## src/rtl/assembly_line_sequencer.sv

```systemverilog
// Sequences mnemonic/register/immediate interpreters across one ASCII source line
// and emits one decoded or error record per newline-terminated line.
module assembly_line_sequencer (
  input  logic        clk_in,
  input  logic        rst_in,
  input  logic        char_valid,
  input  logic [7:0]  char_in,
  output logic        char_ready,
  output logic [7:0]  fwd_ascii,
  output logic        fwd_new_char,
  output logic        inst_valid_data,
  output logic        reg_valid_data,
  output logic        imm_valid_data,
  input  logic        inst_done,
  input  logic        inst_error,
  input  logic [6:0]  inst_opcode,
  input  logic [6:0]  inst_funct7,
  input  logic [2:0]  inst_funct3,
  input  logic        reg_done,
  input  logic        reg_error,
  input  logic [4:0]  reg_index,
  input  logic        imm_done,
  input  logic        imm_error,
  input  logic [31:0] imm_value,
  output logic        out_valid,
  input  logic        out_ready,
  output logic        out_error,
  output logic [2:0]  err_code,
  output logic [6:0]  opcode,
  output logic [6:0]  funct7,
  output logic [2:0]  funct3,
  output logic [4:0]  rd,
  output logic [4:0]  rs1,
  output logic [4:0]  rs2,
  output logic [31:0] imm,
  output logic [15:0] line_count
);

  localparam logic [6:0] OP_REG    = 7'b0110011;
  localparam logic [6:0] OP_IMM    = 7'b0010011;
  localparam logic [6:0] OP_LOAD   = 7'b0000011;
  localparam logic [6:0] OP_JALR   = 7'b1100111;
  localparam logic [6:0] OP_STORE  = 7'b0100011;
  localparam logic [6:0] OP_BRANCH = 7'b1100011;
  localparam logic [6:0] OP_JAL    = 7'b1101111;
  localparam logic [6:0] OP_LUI    = 7'b0110111;
  localparam logic [6:0] OP_AUIPC  = 7'b0010111;

  localparam logic [7:0] CH_SP    = 8'h20;
  localparam logic [7:0] CH_COMMA = 8'h2C;
  localparam logic [7:0] CH_NL    = 8'h0A;

  typedef enum logic [2:0] {S_INST, S_OPND, S_WAIT, S_TAIL, S_DRAIN, S_OUT} state_t;
  typedef enum logic [1:0] {K_RD, K_RS1, K_RS2, K_IMM} kind_t;

  // Operand count per opcode; zero marks an opcode with no schedule.
  function automatic logic [1:0] num_slots(input logic [6:0] op);
    case (op)
      OP_REG, OP_IMM, OP_LOAD, OP_JALR, OP_STORE, OP_BRANCH: num_slots = 2'd3;
      OP_JAL, OP_LUI, OP_AUIPC:                              num_slots = 2'd2;
      default:                                               num_slots = 2'd0;
    endcase
  endfunction

  function automatic kind_t kind_of(input logic [6:0] op, input logic [1:0] slot_idx);
    logic [5:0] lst;
    case (op)
      OP_REG:                    lst = {K_RS2, K_RS1, K_RD};
      OP_IMM, OP_LOAD, OP_JALR:  lst = {K_IMM, K_RS1, K_RD};
      OP_STORE:                  lst = {K_IMM, K_RS1, K_RS2};
      OP_BRANCH:                 lst = {K_IMM, K_RS2, K_RS1};
      default:                   lst = {K_RD,  K_IMM, K_RD};
    endcase
    case (slot_idx)
      2'd0:    kind_of = kind_t'(lst[1:0]);
      2'd1:    kind_of = kind_t'(lst[3:2]);
      default: kind_of = kind_t'(lst[5:4]);
    endcase
  endfunction

  state_t      state, state_n;
  logic        started, started_n;
  logic        term_nl, term_nl_n;
  logic        mnem, mnem_n;
  logic [1:0]  slot, slot_n;
  logic        err_n;
  logic [2:0]  code_n;
  logic [6:0]  opcode_n, funct7_n;
  logic [2:0]  funct3_n;
  logic [4:0]  rd_n, rs1_n, rs2_n;
  logic [31:0] imm_n;
  logic [15:0] line_n;

  kind_t       cur_kind;
  logic        last_slot;
  logic        is_nl, is_sep, is_term, accept;
  logic        fdone, ferr, fail;
  logic [2:0]  fail_code;

  assign is_nl   = (char_in == CH_NL);
  assign is_sep  = (char_in == CH_SP) || (char_in == CH_COMMA);
  assign is_term = is_nl || is_sep;

  assign char_ready   = !rst_in && (state == S_INST || state == S_OPND ||
                                    state == S_TAIL || state == S_DRAIN);
  assign accept       = char_valid && char_ready;
  assign fwd_new_char = accept;
  assign fwd_ascii    = rst_in ? 8'd0 : char_in;
  assign out_valid    = !rst_in && (state == S_OUT);

  assign cur_kind  = kind_of(opcode, slot);
  assign last_slot = (slot == num_slots(opcode) - 2'd1);

  // Selects are live only in INST/OPND, so each interpreter is held idle through WAIT.
  assign inst_valid_data = !rst_in && (state == S_INST);
  assign reg_valid_data  = !rst_in && (state == S_OPND) && (cur_kind != K_IMM);
  assign imm_valid_data  = !rst_in && (state == S_OPND) && (cur_kind == K_IMM);

  always_comb begin
    state_n   = state;
    started_n = started;
    term_nl_n = term_nl;
    mnem_n    = mnem;
    slot_n    = slot;
    err_n     = out_error;
    code_n    = err_code;
    opcode_n  = opcode;
    funct3_n  = funct3;
    funct7_n  = funct7;
    rd_n      = rd;
    rs1_n     = rs1;
    rs2_n     = rs2;
    imm_n     = imm;
    line_n    = line_count;
    fail      = 1'b0;
    fail_code = 3'd0;
    fdone     = (cur_kind == K_IMM) ? imm_done  : reg_done;
    ferr      = (cur_kind == K_IMM) ? imm_error : reg_error;

    case (state)
      S_INST: begin
        if (accept) begin
          if (!is_term) begin
            started_n = 1'b1;
          end else if (started) begin
            started_n = 1'b0;
            term_nl_n = is_nl;
            mnem_n    = 1'b1;
            state_n   = S_WAIT;
          end
        end
      end
      S_OPND: begin
        if (accept) begin
          if (!is_term) begin
            started_n = 1'b1;
          end else if (started) begin
            started_n = 1'b0;
            term_nl_n = is_nl;
            mnem_n    = 1'b0;
            state_n   = S_WAIT;
          end else if (is_nl) begin
            err_n   = 1'b1;
            code_n  = 3'd4;
            state_n = S_OUT;
          end
        end
      end
      S_WAIT: begin
        if (mnem) begin
          if (inst_done) begin
            opcode_n = inst_opcode;
            funct3_n = inst_funct3;
            funct7_n = inst_funct7;
            if (num_slots(inst_opcode) == 2'd0) begin
              fail = 1'b1; fail_code = 3'd7;
            end else if (term_nl) begin
              fail = 1'b1; fail_code = 3'd4;
            end else begin
              slot_n  = 2'd0;
              state_n = S_OPND;
            end
          end else if (inst_error) begin
            fail = 1'b1; fail_code = 3'd1;
          end else begin
            fail = 1'b1; fail_code = 3'd7;
          end
        end else begin
          if (fdone) begin
            case (cur_kind)
              K_RD:    rd_n  = reg_index;
              K_RS1:   rs1_n = reg_index;
              K_RS2:   rs2_n = reg_index;
              default: imm_n = imm_value;
            endcase
            if (last_slot) begin
              state_n = term_nl ? S_OUT : S_TAIL;
            end else if (term_nl) begin
              fail = 1'b1; fail_code = 3'd4;
            end else begin
              slot_n  = slot + 2'd1;
              state_n = S_OPND;
            end
          end else if (ferr) begin
            fail = 1'b1; fail_code = (cur_kind == K_IMM) ? 3'd3 : 3'd2;
          end else begin
            fail = 1'b1; fail_code = 3'd7;
          end
        end
      end
      S_TAIL: begin
        if (accept) begin
          if (is_nl) begin
            state_n = S_OUT;
          end else if (!is_sep) begin
            err_n   = 1'b1;
            code_n  = 3'd5;
            state_n = S_DRAIN;
          end
        end
      end
      S_DRAIN: begin
        if (accept && is_nl) state_n = S_OUT;
      end
      S_OUT: begin
        if (out_ready) begin
          line_n    = line_count + 16'd1;
          err_n     = 1'b0;
          code_n    = 3'd0;
          opcode_n  = 7'd0;
          funct3_n  = 3'd0;
          funct7_n  = 7'd0;
          rd_n      = 5'd0;
          rs1_n     = 5'd0;
          rs2_n     = 5'd0;
          imm_n     = 32'd0;
          slot_n    = 2'd0;
          started_n = 1'b0;
          state_n   = S_INST;
        end
      end
      default: state_n = S_INST;
    endcase

    // An error on a newline-terminated field has nothing left to drain.
    if (fail) begin
      err_n   = 1'b1;
      code_n  = fail_code;
      state_n = term_nl ? S_OUT : S_DRAIN;
    end
  end

  always_ff @(posedge clk_in) begin
    if (rst_in) begin
      state      <= S_INST;
      started    <= 1'b0;
      term_nl    <= 1'b0;
      mnem       <= 1'b0;
      slot       <= 2'd0;
      out_error  <= 1'b0;
      err_code   <= 3'd0;
      opcode     <= 7'd0;
      funct3     <= 3'd0;
      funct7     <= 7'd0;
      rd         <= 5'd0;
      rs1        <= 5'd0;
      rs2        <= 5'd0;
      imm        <= 32'd0;
      line_count <= 16'd0;
    end else begin
      state      <= state_n;
      started    <= started_n;
      term_nl    <= term_nl_n;
      mnem       <= mnem_n;
      slot       <= slot_n;
      out_error  <= err_n;
      err_code   <= code_n;
      opcode     <= opcode_n;
      funct3     <= funct3_n;
      funct7     <= funct7_n;
      rd         <= rd_n;
      rs1        <= rs1_n;
      rs2        <= rs2_n;
      imm        <= imm_n;
      line_count <= line_n;
    end
  end

endmodule
```

## config.mk

```make
export PLATFORM = sky130hd
export DESIGN_NAME = assembly_line_sequencer
export DESIGN_NICKNAME = d
export VERILOG_FILES = /design/src/rtl/assembly_line_sequencer.sv
export SDC_FILE = /design/constraint.sdc
export NUM_CORES = 1
export LEC_CHECK = 0
export ABC_AREA = 1
export BUFFER_PORTS_ARGS = -buffer_cell sky130_fd_sc_hd__buf_2
export CAP_MARGIN = 20
export CORE_ASPECT_RATIO = 1.4
export CORE_MARGIN = 1
export CORE_UTILIZATION = 40
export CTS_CLUSTER_SIZE = 10
export DETAILED_ROUTE_END_ITERATION = 8
export PLACE_DENSITY = 0.67
export SLEW_MARGIN = 30
export SYNTH_ARGS = -nofsm -noshare
export SYNTH_HDL_FRONTEND = slang
export SYNTH_SLANG_ARGS = --single-unit
```

## constraint.sdc

```tcl
create_clock -name clk_in -period 3.6 [get_ports clk_in]
set_input_delay 0.54 -clock clk_in [delete_from_list [all_inputs] [get_ports clk_in]]
set_output_delay 0.54 -clock clk_in [all_outputs]
set_load 0.02 [all_outputs]
```

==> flow_summary.rst <==
.. list-table::
   :header-rows: 1

   * - Metric
     - Value
   * - Cell type with the largest total area after synthesis
     - sky130_fd_sc_hd__dfxtp_1
   * - Combinational power share
     - 0.356
   * - Proportion of power drawn by flip-flops and latches
     - 0.373
   * - Unique cell type count in the Yosys netlist
     - 35
   * - Weighted congestion reported at the end of routability-driven placement
     - 0.852
   * - Worst Tran Pin Value
     - 637 ps
   * - Top Ports
     - 170
   * - Aggregate negative setup slack
     - 0 ps
   * - H-tree Lvls
     - 3
   * - Post-CTS setup buffer count
     - 0
   * - Post-place instance area
     - 5360 um2
   * - Final worst clock skew
     - 8.80 ps
   * - Post-cts gate resize count
     - 0
   * - Drt pass-1 iters
     - 4
   * - Final setup vio count
     - 0
   * - Maximum vdd ir drop
     - 0.371 mV
   * - Number of synthesis warnings
     - 0
   * - Syn Std Cell Area
     - 4430 um2
   * - Die outline width
     - 90.9 um
   * - GRT Total Usage
     - 0.220
   * - ANT nets after route
     - 0
   * - Drt drc
     - 0
   * - Fraction of power spent switching nets
     - 0.388
   * - Cell depth of the worst flop-to-flop path
     - 13
   * - Clock buffers created by TritonCTS
     - 9
   * - Total of flip-flops plus latches after synthesis
     - 92
   * - Class of the tightest hold or removal check
     - in2reg
   * - First-pass GRT wire length
     - 20.5 mm
   * - Cell internal power dissipation
     - 2.15 mW
   * - Largest fanout on the critical path
     - 5
   * - Total via count after detailed routing
     - 4834
   * - Most used DFF post-synth
     - sky130_fd_sc_hd__dfxtp_1
   * - RSZ-0062 raised after global routing
     - no
   * - Leakage power total
     - 2.68 nW
   * - Number of maximum-capacitance violations
     - 0
   * - Crit path DAT
     - 1950 ps
   * - Post-Syn Nets
     - 728
   * - Number of buffers added to fix hold violations after cts
     - 0
   * - Cell row count
     - 45
   * - Average wire per cell in the routed design
     - 13.2 um
   * - Outcome
     - complete, no violations
   * - Startpoint types
     - register
   * - Area contributors post-synth
     - sky130_fd_sc_hd__dfxtp_1 42%, sky130_fd_sc_hd__nand2_1 13%, sky130_fd_sc_hd__a21oi_1 11%
   * - Clock transition at the registers of the reported paths
     - 70 ps
   * - Vertical die dimension
     - 127 um
   * - Die footprint
     - 11500 um2
   * - Final Hold Viols
     - 0
   * - Cell count after synthesis
     - 653
   * - Pwr Density
     - 620 nW/um2
   * - WP data required
     - 3060 ps
   * - Clock latency at the later pin of the worst-skew pair
     - 340 ps
   * - Seq/Total Area, Yosys
     - 0.416
   * - CTS root buffer
     - sky130_fd_sc_hd__clkbuf_16
   * - Fraction of post-synthesis cell area in the top cell type by area
     - 0.416
   * - Most frequently used cell type in the post-synthesis netlist
     - sky130_fd_sc_hd__nand2_1
   * - Routed wire length
     - 12.7 mm
   * - Starting density of the core
     - 0.410
   * - Clock period minus final worst setup slack
     - 2490 ps
   * - Startpoint of the lowest-slack register-to-register path
     - slot[0]
   * - GRT overflow
     - 0
   * - Mapped Avg Cell Area
     - 6.78 um2
   * - Pin count of the biggest net entering global routing
     - 54
   * - Vias in the first global route
     - 4655
   * - Number of inserted diodes
     - 0
   * - Async set-or-reset flop fraction in the synthesized netlist
     - 0
   * - Highest attainable clock frequency
     - 0.402 GHz
   * - Ratio of cells with drive above 1 in the final layout
     - 0.263
   * - Count of routing violations after the opening detailed-route iteration
     - 182
   * - Port Buffer Count
     - 169
   * - Period Utilization, post-route
     - 0.691
   * - Final Total Pwr
     - 3.51 mW
   * - Worst-case clock buffer depth
     - 2
   * - Crit. Startpoint
     - slot[0]
   * - Most frequent cells after synthesis
     - 148 x sky130_fd_sc_hd__nand2_1, 95 x sky130_fd_sc_hd__a21oi_1, 92 x sky130_fd_sc_hd__dfxtp_1, 70 x sky130_fd_sc_hd__inv_1, 65 x sky130_fd_sc_hd__nor2_1
   * - CP Capture Point
     - imm_valid_data
   * - Post-route cell area
     - 5660 um2
   * - Sinks on Clock Net
     - 92
   * - Classification of the worst setup path
     - reg2out
   * - Synthesis-to-finish area growth
     - 27.8%
   * - Floorplan Core Area
     - 10800 um2
   * - Average vias per placed instance
     - 5.05
   * - Setup slack of the worst register-to-register path
     - 1160 ps
   * - Sort of element at the end of the critical path
     - output pin
   * - Switching component of the power
     - 1.36 mW
   * - CTS tree
     - built
   * - Relative max-transition margin
     - 0.575
   * - Number of pins exceeding their max-slew limit in the final report
     - 0
   * - Initial antenna violation count
     - 0
   * - Post-layout nets
     - 888
   * - Number of flops mapped to enable cells by yosys
     - 0
   * - HPWL after detailed placement
     - 9.48 mm
   * - Share of total power in the clock network
     - 0.271
   * - Capture point of the worst reg-to-reg path
     - imm[17]
==> cell type report <==
class	count	area [um2]
clock buffer	9	225
clock inverter	6	72.6
fill	1119	5150
inverter	82	308
multi-input combinational	454	2150
sequential	92	1840
tap	141	176
timing repair buffer	174	883
==> flip-flops by register name, indices dropped and copies added (netlist names), 2 cells and up <==
register / flops
rs2: 5
opcode: 7
rs1: 5
funct7: 7
imm: 32
rd: 5
err_code: 3
slot: 2
funct3: 3
line_count: 16
state: 3
==> placed cells by master (no fill, tap or decap), types with 3 or more instances in the layout <==
master and instances:
sky130_fd_sc_hd__a21oi_1 95, sky130_fd_sc_hd__a31oi_1 3, sky130_fd_sc_hd__buf_2 169, sky130_fd_sc_hd__buf_4 5, sky130_fd_sc_hd__clkbuf_16 9, sky130_fd_sc_hd__dfxtp_1 92, sky130_fd_sc_hd__ha_1 3, sky130_fd_sc_hd__inv_1 70
sky130_fd_sc_hd__inv_2 11, sky130_fd_sc_hd__nand2_1 147, sky130_fd_sc_hd__nand2_2 4, sky130_fd_sc_hd__nand3_1 57, sky130_fd_sc_hd__nand4_1 17, sky130_fd_sc_hd__nor2_1 65, sky130_fd_sc_hd__nor3_1 12, sky130_fd_sc_hd__o211ai_1 3
sky130_fd_sc_hd__o21ai_0 27
==> worst min path at each step <==
stage	start	end	depth (start not counted)
4_1_cts	inst_funct7[2]	funct7[2]	3
3_3_place_gp	out_error	out_error	2
3_5_place_dp	out_error	out_error	2
2_1_floorplan	slot[1]	slot[1]	2
5_1_grt	inst_funct7[5]	funct7[5]	3
6_report	inst_funct7[0]	funct7[0]	3
==> stage by stage <==
step	utilization	std cells	setup WS, ps	hold WS [ps]
after floorplan	-	653	1370	454
after CTS	0.524	958	1070	436
final	0.524	958	1110	453
after global placement	0.496	943	1290	448
after detailed placement	0.496	943	1160	453
after global routing	0.524	958	941	448
==> critical path, stage by stage, from the launching register on <==
cell,delay [ps]
sky130_fd_sc_hd__dfxtp_1,360
sky130_fd_sc_hd__inv_1,100
sky130_fd_sc_hd__ha_1,230
sky130_fd_sc_hd__nor2_1,200
sky130_fd_sc_hd__nand2_1,120
sky130_fd_sc_hd__nand3_2,140
sky130_fd_sc_hd__nand3_4,130
sky130_fd_sc_hd__nor3_1,130
sky130_fd_sc_hd__buf_2,200
==> cell families (layout without fill, tap and decap cells) <==
group,after synthesis,after routing,share of synthesized area
flip-flops,92,92,0.416
AO/OA/AOI/OAI,139,139,0.167
adder cells (fa/ha/maj),3,3,0.00847
AND/OR/NAND/NOR,312,312,0.310
buffers and inverters,107,271,0.0986
==> routing by layer <==
layer,global-route usage,vias to the layer above,share of wire
li1,-,2458,-
met1,0.235,2171,0.41
met2,0.401,174,0.49
met3,0.0540,31,0.066
met4,0.113,0,0.028
met5,0,-,0
==> power by group through the flow <==
stage | logic (mW) | registers, mW | clock network (mW)
after global routing | 1.38 | 1.33 | 1.02
after CTS | 1.26 | 1.31 | 0.976
after global placement | 1.23 | 1.32 | 0
after floorplan | 0.677 | 1.53 | 0
after detailed placement | 1.25 | 1.33 | 0
final | 1.25 | 1.31 | 0.950
No activity file was read; power rests on OpenSTA's default activity.
